$ cat src/rtl/adc_qsys_nios2_gen2_dct_ctrl.sv
// Compressed-trace (DCT) buffer sequencer: packs atoms into words, emits them over valid/ready,
// and runs the end-of-test drain. Optional idle auto-flush is enabled by DCT_TIMEOUT_FLUSH_EN.
module adc_qsys_nios2_gen2_dct_ctrl #(
    parameter int ATOM_W  = 2,
    parameter int SLOTS   = 15,
    parameter int TIMEOUT = 64
) (
    input  logic                    clk,
    input  logic                    reset_n,
    input  logic                    atom_valid,
    input  logic [ATOM_W-1:0]       atom_data,
    output logic                    atom_ready,
    input  logic                    flush_req,
    input  logic                    test_ending,
    output logic                    out_valid,
    output logic [SLOTS*ATOM_W-1:0] out_data,
    output logic [3:0]              out_count,
    input  logic                    out_ready,
    output logic [SLOTS*ATOM_W-1:0] dct_buffer,
    output logic [3:0]              dct_count,
    output logic                    test_has_ended,
    output logic [7:0]              atoms_dropped
);
    localparam int         BUF_W   = SLOTS * ATOM_W;
    localparam logic [3:0] SLOTS_C = 4'(SLOTS);

    typedef enum logic [1:0] {FILL, EMIT, DRAIN, DONE} state_t;

    state_t           state_q, state_d;
    logic [BUF_W-1:0] buffer_q, buffer_d;
    logic [3:0]       count_q, count_d;
    logic             drain_q, drain_d;
    logic [7:0]       dropped_q, dropped_d;
    logic             accept;
    logic             timeout_hit;

    function automatic logic [7:0] sat_inc8(input logic [7:0] v);
        return (v == 8'hFF) ? v : v + 8'd1;
    endfunction

    // test_ending blocks acceptance in the same cycle so the drain sees a frozen count
    assign atom_ready = (state_q == FILL) && (count_q < SLOTS_C) && !test_ending;
    assign accept     = atom_valid && atom_ready;

`ifdef DCT_TIMEOUT_FLUSH_EN
    localparam int                IDLE_W    = (TIMEOUT > 2) ? $clog2(TIMEOUT) : 1;
    localparam logic [IDLE_W-1:0] IDLE_LAST = IDLE_W'(TIMEOUT - 1);

    logic [IDLE_W-1:0] idle_q, idle_d;

    always_comb begin
        idle_d      = '0;
        timeout_hit = 1'b0;
        if (state_q == FILL && count_q != 4'd0 && !accept) begin
            if (idle_q == IDLE_LAST) begin
                timeout_hit = 1'b1;
            end else begin
                idle_d = idle_q + IDLE_W'(1);
            end
        end
    end

    always_ff @(posedge clk or negedge reset_n) begin
        if (!reset_n) begin
            idle_q <= '0;
        end else begin
            idle_q <= idle_d;
        end
    end
`else
    assign timeout_hit = 1'b0;
`endif

    always_comb begin
        state_d        = state_q;
        buffer_d       = buffer_q;
        count_d        = count_q;
        drain_d        = drain_q;
        dropped_d      = dropped_q;
        out_valid      = 1'b0;
        test_has_ended = 1'b0;

        if (atom_valid && (drain_q || test_ending)) begin
            dropped_d = sat_inc8(dropped_q);
        end

        case (state_q)
            FILL: begin
                if (accept) begin
                    for (int i = 0; i < SLOTS; i++) begin
                        if (count_q == 4'(i)) begin
                            buffer_d[i*ATOM_W +: ATOM_W] = atom_data;
                        end
                    end
                    count_d = count_q + 4'd1;
                end
                // Exit decisions use the post-accept count so a same-cycle atom joins the word
                if (test_ending) begin
                    drain_d = 1'b1;
                    state_d = (count_d != 4'd0) ? EMIT : DRAIN;
                end else if (count_d == SLOTS_C ||
                             ((flush_req || timeout_hit) && count_d != 4'd0)) begin
                    state_d = EMIT;
                end
            end
            EMIT: begin
                out_valid = 1'b1;
                if (test_ending) begin
                    drain_d = 1'b1;
                end
                if (out_ready) begin
                    buffer_d = '0;
                    count_d  = 4'd0;
                    state_d  = (drain_q || test_ending) ? DONE : FILL;
                end
            end
            DRAIN: begin
                state_d = DONE;
            end
            DONE: begin
                test_has_ended = 1'b1;
            end
            default: begin
                state_d = FILL;
            end
        endcase
    end

    always_ff @(posedge clk or negedge reset_n) begin
        if (!reset_n) begin
            state_q   <= FILL;
            buffer_q  <= '0;
            count_q   <= 4'd0;
            drain_q   <= 1'b0;
            dropped_q <= 8'd0;
        end else begin
            state_q   <= state_d;
            buffer_q  <= buffer_d;
            count_q   <= count_d;
            drain_q   <= drain_d;
            dropped_q <= dropped_d;
        end
    end

    assign out_data      = (state_q == EMIT) ? buffer_q : '0;
    assign out_count     = (state_q == EMIT) ? count_q : 4'd0;
    assign dct_buffer    = buffer_q;
    assign dct_count     = count_q;
    assign atoms_dropped = dropped_q;

endmodule

$ cat config.mk
export PLATFORM = sky130hd
export DESIGN_NAME = adc_qsys_nios2_gen2_dct_ctrl
export DESIGN_NICKNAME = d
export VERILOG_FILES = /design/src/rtl/adc_qsys_nios2_gen2_dct_ctrl.sv
export SDC_FILE = /design/constraint.sdc
export NUM_CORES = 1
export LEC_CHECK = 0
export ABC_AREA = 1
export BUFFER_PORTS_ARGS = -buffer_cell sky130_fd_sc_hd__buf_4
export CAP_MARGIN = 40
export CORE_MARGIN = 10
export CORE_UTILIZATION = 40
export CTS_CLUSTER_SIZE = 24
export DETAILED_ROUTE_END_ITERATION = 10
export PLACE_DENSITY_LB_ADDON = 0.2
export SLEW_MARGIN = 10
export SYNTH_ARGS = -nofsm -noshare
export SYNTH_HDL_FRONTEND = slang
export SYNTH_SLANG_ARGS = --single-unit
$ cat constraint.sdc
create_clock -name clk -period 2.4 [get_ports clk]
set_input_delay 0.12 -clock clk [delete_from_list [all_inputs] [get_ports clk]]
set_output_delay 0.12 -clock clk [all_outputs]
set_load 0.005 [all_outputs]
# Word-level counts from Yosys, hierarchy flattened
# Index checks and enable logic that the tools add are counted.
[classes]
addsub = 2
n_mul = 0
n_div = 0
magnitude_cmp = 1
eq_ne = 37
n_shift = 0
n_mux = 32
n_bitwise = 1
reduce_logical = 33
[op_table]
columns = ["operator", "n"]
rows = [
  ["two-way mux 30 bit", 3],
  ["one-hot mux 30 bit (2 select lines)", 1],
  ["AND reduction 4 bit", 15],
  ["two-way mux 2 bit", 20],
  ["== test 4 bit (second input constant)", 8],
  ["inequality test 2 x 1 -> 1 bit (second input constant)", 15],
  ["== test 4 x 3 -> 1 bit (second input constant)", 4],
  ["two-way mux 4 bit", 4],
  ["adder 8 x 1 -> 8 bit (second input constant)", 1],
  ["== test 4 x 2 -> 1 bit (second input constant)", 2],
  ["== test 8 bit (second input constant)", 1],
  ["one-hot mux 4 bit (2 select lines)", 1],
  ["one-hot mux 2 bit (3 select lines)", 1],
  ["AND reduction 2 bit", 3],
  ["logical AND 1 bit", 5],
  ["adder 4 x 1 -> 4 bit (second input constant)", 1],
  ["== test 2 bit (second input constant)", 2],
  ["== test 4 x 1 -> 1 bit (second input constant)", 1],
  ["zero test 4 bit", 1],
  ["< comparator 4 bit (second input constant)", 1],
  ["inequality test 2 bit (second input constant)", 2],
  ["nonzero test 4 bit", 1],
  ["inequality test 3 x 2 -> 1 bit (second input constant)", 1],
  ["AND reduction 3 bit", 1],
  ["other kinds (9)", 11],
]
[word_totals]
ff_bits = 45
latchBits = 0
ram_bits = 0
rom_bits = 0
input_bits = 8
wordCells = 125
mem_count = 0

# Longest topological paths before layout
[depth]
word_depth = 12
depth_mapped = 17
mapped_depth_nobuf = 16

# Worst setup path before layout
# No wires, ideal clock.
[synth_path]
path_type = "register to register"
from = "reg state_q[1]"
to = "reg buffer_q[11], in the netlist dct_buffer[11]"
setup_time_ns = 0.132
t_arrival_ns = 1.621
setup_slack_ns = 0.647
stages_incl_launch_ff = 12
path_buffers = 2
period_less_slack_ns = 1.753
path_cell_list = "dfrtp_1 inv_1 ha_1 buf_6 inv_4 nor2_1 nor2_4 a21boi_4 buf_6 nand2_1 nand2_1 o21ai_1"
[synth_via]
elab_chain_cells = 6
elab_cells_between_ends = 11
classes_between = "4 x eq/ne; 1 x mux; 6 x reduce/logical"
[synth_rtl]
columns = ["element", "line", "text"]
rows = [
  ["from (decl)", "29", "state_t state_q, state_d;"],
  ["from (signal assigned)", "137", "state_q <= state_d;"],
  ["zero test 2 bit", "42, 87", ""],
  ["logical AND 1 bit (2 in series)", "42", "assign atom_ready = (state_q == FILL) && (count_q < SLOTS_C) && !test_ending;"],
  ["logical AND 1 bit", "43", "assign accept = atom_valid && atom_ready;"],
  ["inequality test 2 bit (no line)", "--", ""],
  ["AND reduction 4 bit (no line)", "--", ""],
  ["to (signal assigned)", "138", "buffer_q <= buffer_d;"],
  ["to (decl)", "30", "logic [BUF_W-1:0] buffer_q, buffer_d;"],
]
# Parallel ways exist; a longest one is shown, timed or not.
# A chain may end at the register's enable or synchronous reset.

# Final worst setup path
[layout_path]
from = "reg state_q[0]"
to = "reg buffer_q[21], in the netlist dct_buffer[21]"
# The elaborated chain is that of the path after synthesis.

==> results.py <==
metrics = {
    "critical_path": {
        "cp.arrival_ps": 2140,
        "crit_fanout": 15,
        "critPathRequiredTime_ps": 2560,
        "worst_setup_path_start_kind": "flop",
        "crit_type": "reg2reg",
        "end_kind": "flop",
    },
    "placement": {
        "io_buffer_count": 86,
        "place_congestion": 0.855,
        "pre_cts_slack_ps": 426,
        "dp_hpwl_um": 5170,
    },
    "sta": {
        "hold_violations": 0,
        "relSlewSlack_pct": 62.2,
        "min_period_ps": 1970,
        "skew_ps": 5.62,
        "fmax_mhz": 507,
        "min_period_over_period_pct": 82.3,
        "setup-tns-final_ps": 0,
        "worst_pin_slew_ps": 567,
        "layout_setup_ws_ps": 426,
        "slew_violations": 0,
        "finalSetupViolCount": 0,
        "rsz0062_at_grt": "no",
    },
    "hold_path": {
        "min_path_type": "in2reg",
    },
    "detailed_routing": {
        "vias": 2347,
        "dr.first_iter.drc_count": 101,
        "drc": 0,
        "drt-total-wl_um": 6610,
        "vias_per_cell": 4.70,
        "ant_nets": 0,
        "routedWlPerCell_um": 13.2,
        "dr.pass1.iters": 4,
    },
    "finish": {
        "diodes": 0,
        "drive_gt1_share_pct": 27.5,
        "area_delta_synth_final_pct": 32.2,
        "nets": 439,
    },
    "synthesis": {
        "synth_flop_cell": "dfrtp_1",
        "synth_top_cell_by_area": "dfrtp_1",
        "synth_top_cells_by_area": "dfrtp_1, nand2_1, inv_1",
        "netlist.area_leader.share_pct": 43.7,
        "synth_area_mm2": 0.00258,
        "yosys_register_bits": 45,
        "synth_cells": 334,
        "ys_warn_count": 0,
        "synth.distinct_cells": 29,
        "synth_edf_count": 0,
        "mappedNetlistNets": 352,
        "ys_async_sr_fraction_pct": 100,
        "synth_area_per_cell_um2": 7.72,
        "ys_seq_area_share_pct": 43.7,
    },
    "global_routing": {
        "grt_usage_pct": 13.2,
        "grt_pass1_vias": 2339,
        "antenna_found_initial": 0,
        "grt_max_degree": 46,
        "overflow": 0,
        "grt_pass1_wl_um": 11100,
    },
    "die": {
        "core-area_mm2": 0.00631,
        "start_util_pct": 40.8,
        "die_w_um": 100,
        "dieArea_mm2": 0.0101,
        "die_y_um": 100,
        "num_rows": 29,
        "ios": 87,
    },
    "cts": {
        "cts_hold_buf": 1,
        "cts_num_sinks": 45,
        "htree_levels": 2,
        "root_buffer": "clkbuf_8",
        "clk_latency_ps": 290,
        "cts_buffers": 5,
        "path_clk_slew_ps": 80,
        "cts_tree": "yes",
        "cts_buffer_depth": 2,
        "cts_setup_buffers": 0,
        "cts_resized": 0,
    },
    "power": {
        "p_per_area_mw_per_mm2": 1340,
        "ir_drop_v": 0.000626,
        "p_leak_nw": 1.98,
    },
    "run_status": {
        "status": "finished, final reports clean",
    },
    "run": {
        "cap_violations": 0,
    },
}
[per-stage QoR]
| stage | total power [W] | utilization, % | cells | area [um^2] | hold slack, ps |
|---|---|---|---|---|---|
| 3_5_place_dp | 0.00404 | 52.0 | 490 | 3280 | 162 |
| 3_3_place_gp | 0.00397 | 52.0 | 490 | 3280 | 155 |
| 5_1_grt | 0.00507 | 54.0 | 499 | 3410 | 174 |
| 2_1_floorplan | 0.00293 | - | 334 | 2580 | -176 |
| 6_report | 0.00457 | 54.0 | 499 | 3410 | 140 |
| 4_1_cts | 0.00465 | 54.0 | 499 | 3410 | 134 |
[placed cells by master, fill, tap and decap left out, types with 2 or more instances in the layout]
master,count
nand3_4,2
dfrtp_1,45
nand3_1,11
o22ai_1,2
inv_4,2
nor2_1,9
nor2_2,2
o21ai_1,20
o21ai_0,27
buf_4,89
inv_1,58
nand4_1,4
nand2_2,7
ha_1,10
nor2_4,2
xor2_1,5
nand2_1,107
xnor2_1,3
clkbuf_8,6
[routing by layer]
layer	GRT usage, %	vias to the layer above	routed length (um)
met2	22.5	68	3170
met3	4.67	4	564
li1	-	1201	-
met1	15.1	1074	2810
met4	3.80	0	59
met5	0	-	0
[synth_stat cells, types with 2 or more instances]
cell type and instances:
buf_6 3, clkbuf_1 5, dfrtp_1 45, ha_1 10
inv_1 58, inv_4 2, nand2_1 107, nand2_2 7
nand3_1 11, nand3_4 2, nand4_1 4, nor2_1 9
nor2_2 2, nor2_4 2, o21ai_0 27, o21ai_1 20
o22ai_1 2, xnor2_1 3, xor2_1 5
[flip-flops by register name (all words and copies together), names as in the netlist]
name / count
dct_buffer: 30
drain_q: 1
state_q: 2
atoms_dropped: 8
dct_count: 4
[final cells by class]
cell class	count	area, um^2
Sequential cell	45	1130
Timing Repair Buffer	90	678
Inverter	60	230
Multi-Input combinational cell	219	1160
Tap cell	77	96.3
Fill cell	630	2910
Clock inverter	1	30.0
Clock buffer	7	86.3
[worst paths after layout]
path                                         from                    endpoint  slack, ps  depth (start not counted)
max in group asynchronous                 reset_n    dct_count[1]$_DFFE_PN0P_       1640                          2
min reg2reg                   drain_q$_DFFE_PN0P_         drain_q$_DFFE_PN0P_        480                          1
max                        state_q[0]$_DFFE_PN0P_  dct_buffer[21]$_DFFE_PN0P_        430                          9
max reg2reg                state_q[0]$_DFFE_PN0P_  dct_buffer[21]$_DFFE_PN0P_        430                          9
min in group asynchronous                 reset_n   dct_buffer[0]$_DFFE_PN0P_        370                          2
min                                   test_ending         drain_q$_DFFE_PN0P_        140                          3
[worst max-delay path, cell delays in order, from the launching register on]
cell and delay [ps]:
dfrtp_1 440, inv_1 100, ha_1 250, inv_4 60, nor2_8 130, nand3_4 130, a21boi_4 370, nand2_1 180
nand2_1 100, o21ai_1 70
[cell families (layout without fill, tap and decap cells)]
kind of cell               after synthesis  in the layout  share of synthesized area (%)
AOI/OAI and AO/OA                       53             53                           11.2
muxes                                    1              1                          0.437
and+or+nand+nor                        147            147                           25.8
buffers and inverters                   70            158                           11.3
DFF                                     45             45                           43.7
xor gates and xnor gates                 8              8                           2.72
adders and majority gates               10             10                           4.85
[power by group]
group,switching (W),total [W],internal [W],leakage (nW)
logic,0.00142,0.00256,0.00114,1.36
clock network,0.000251,0.000590,0.000340,0.0585
registers,0.000338,0.00142,0.00108,0.570
(Power assumes the default switching activity.)
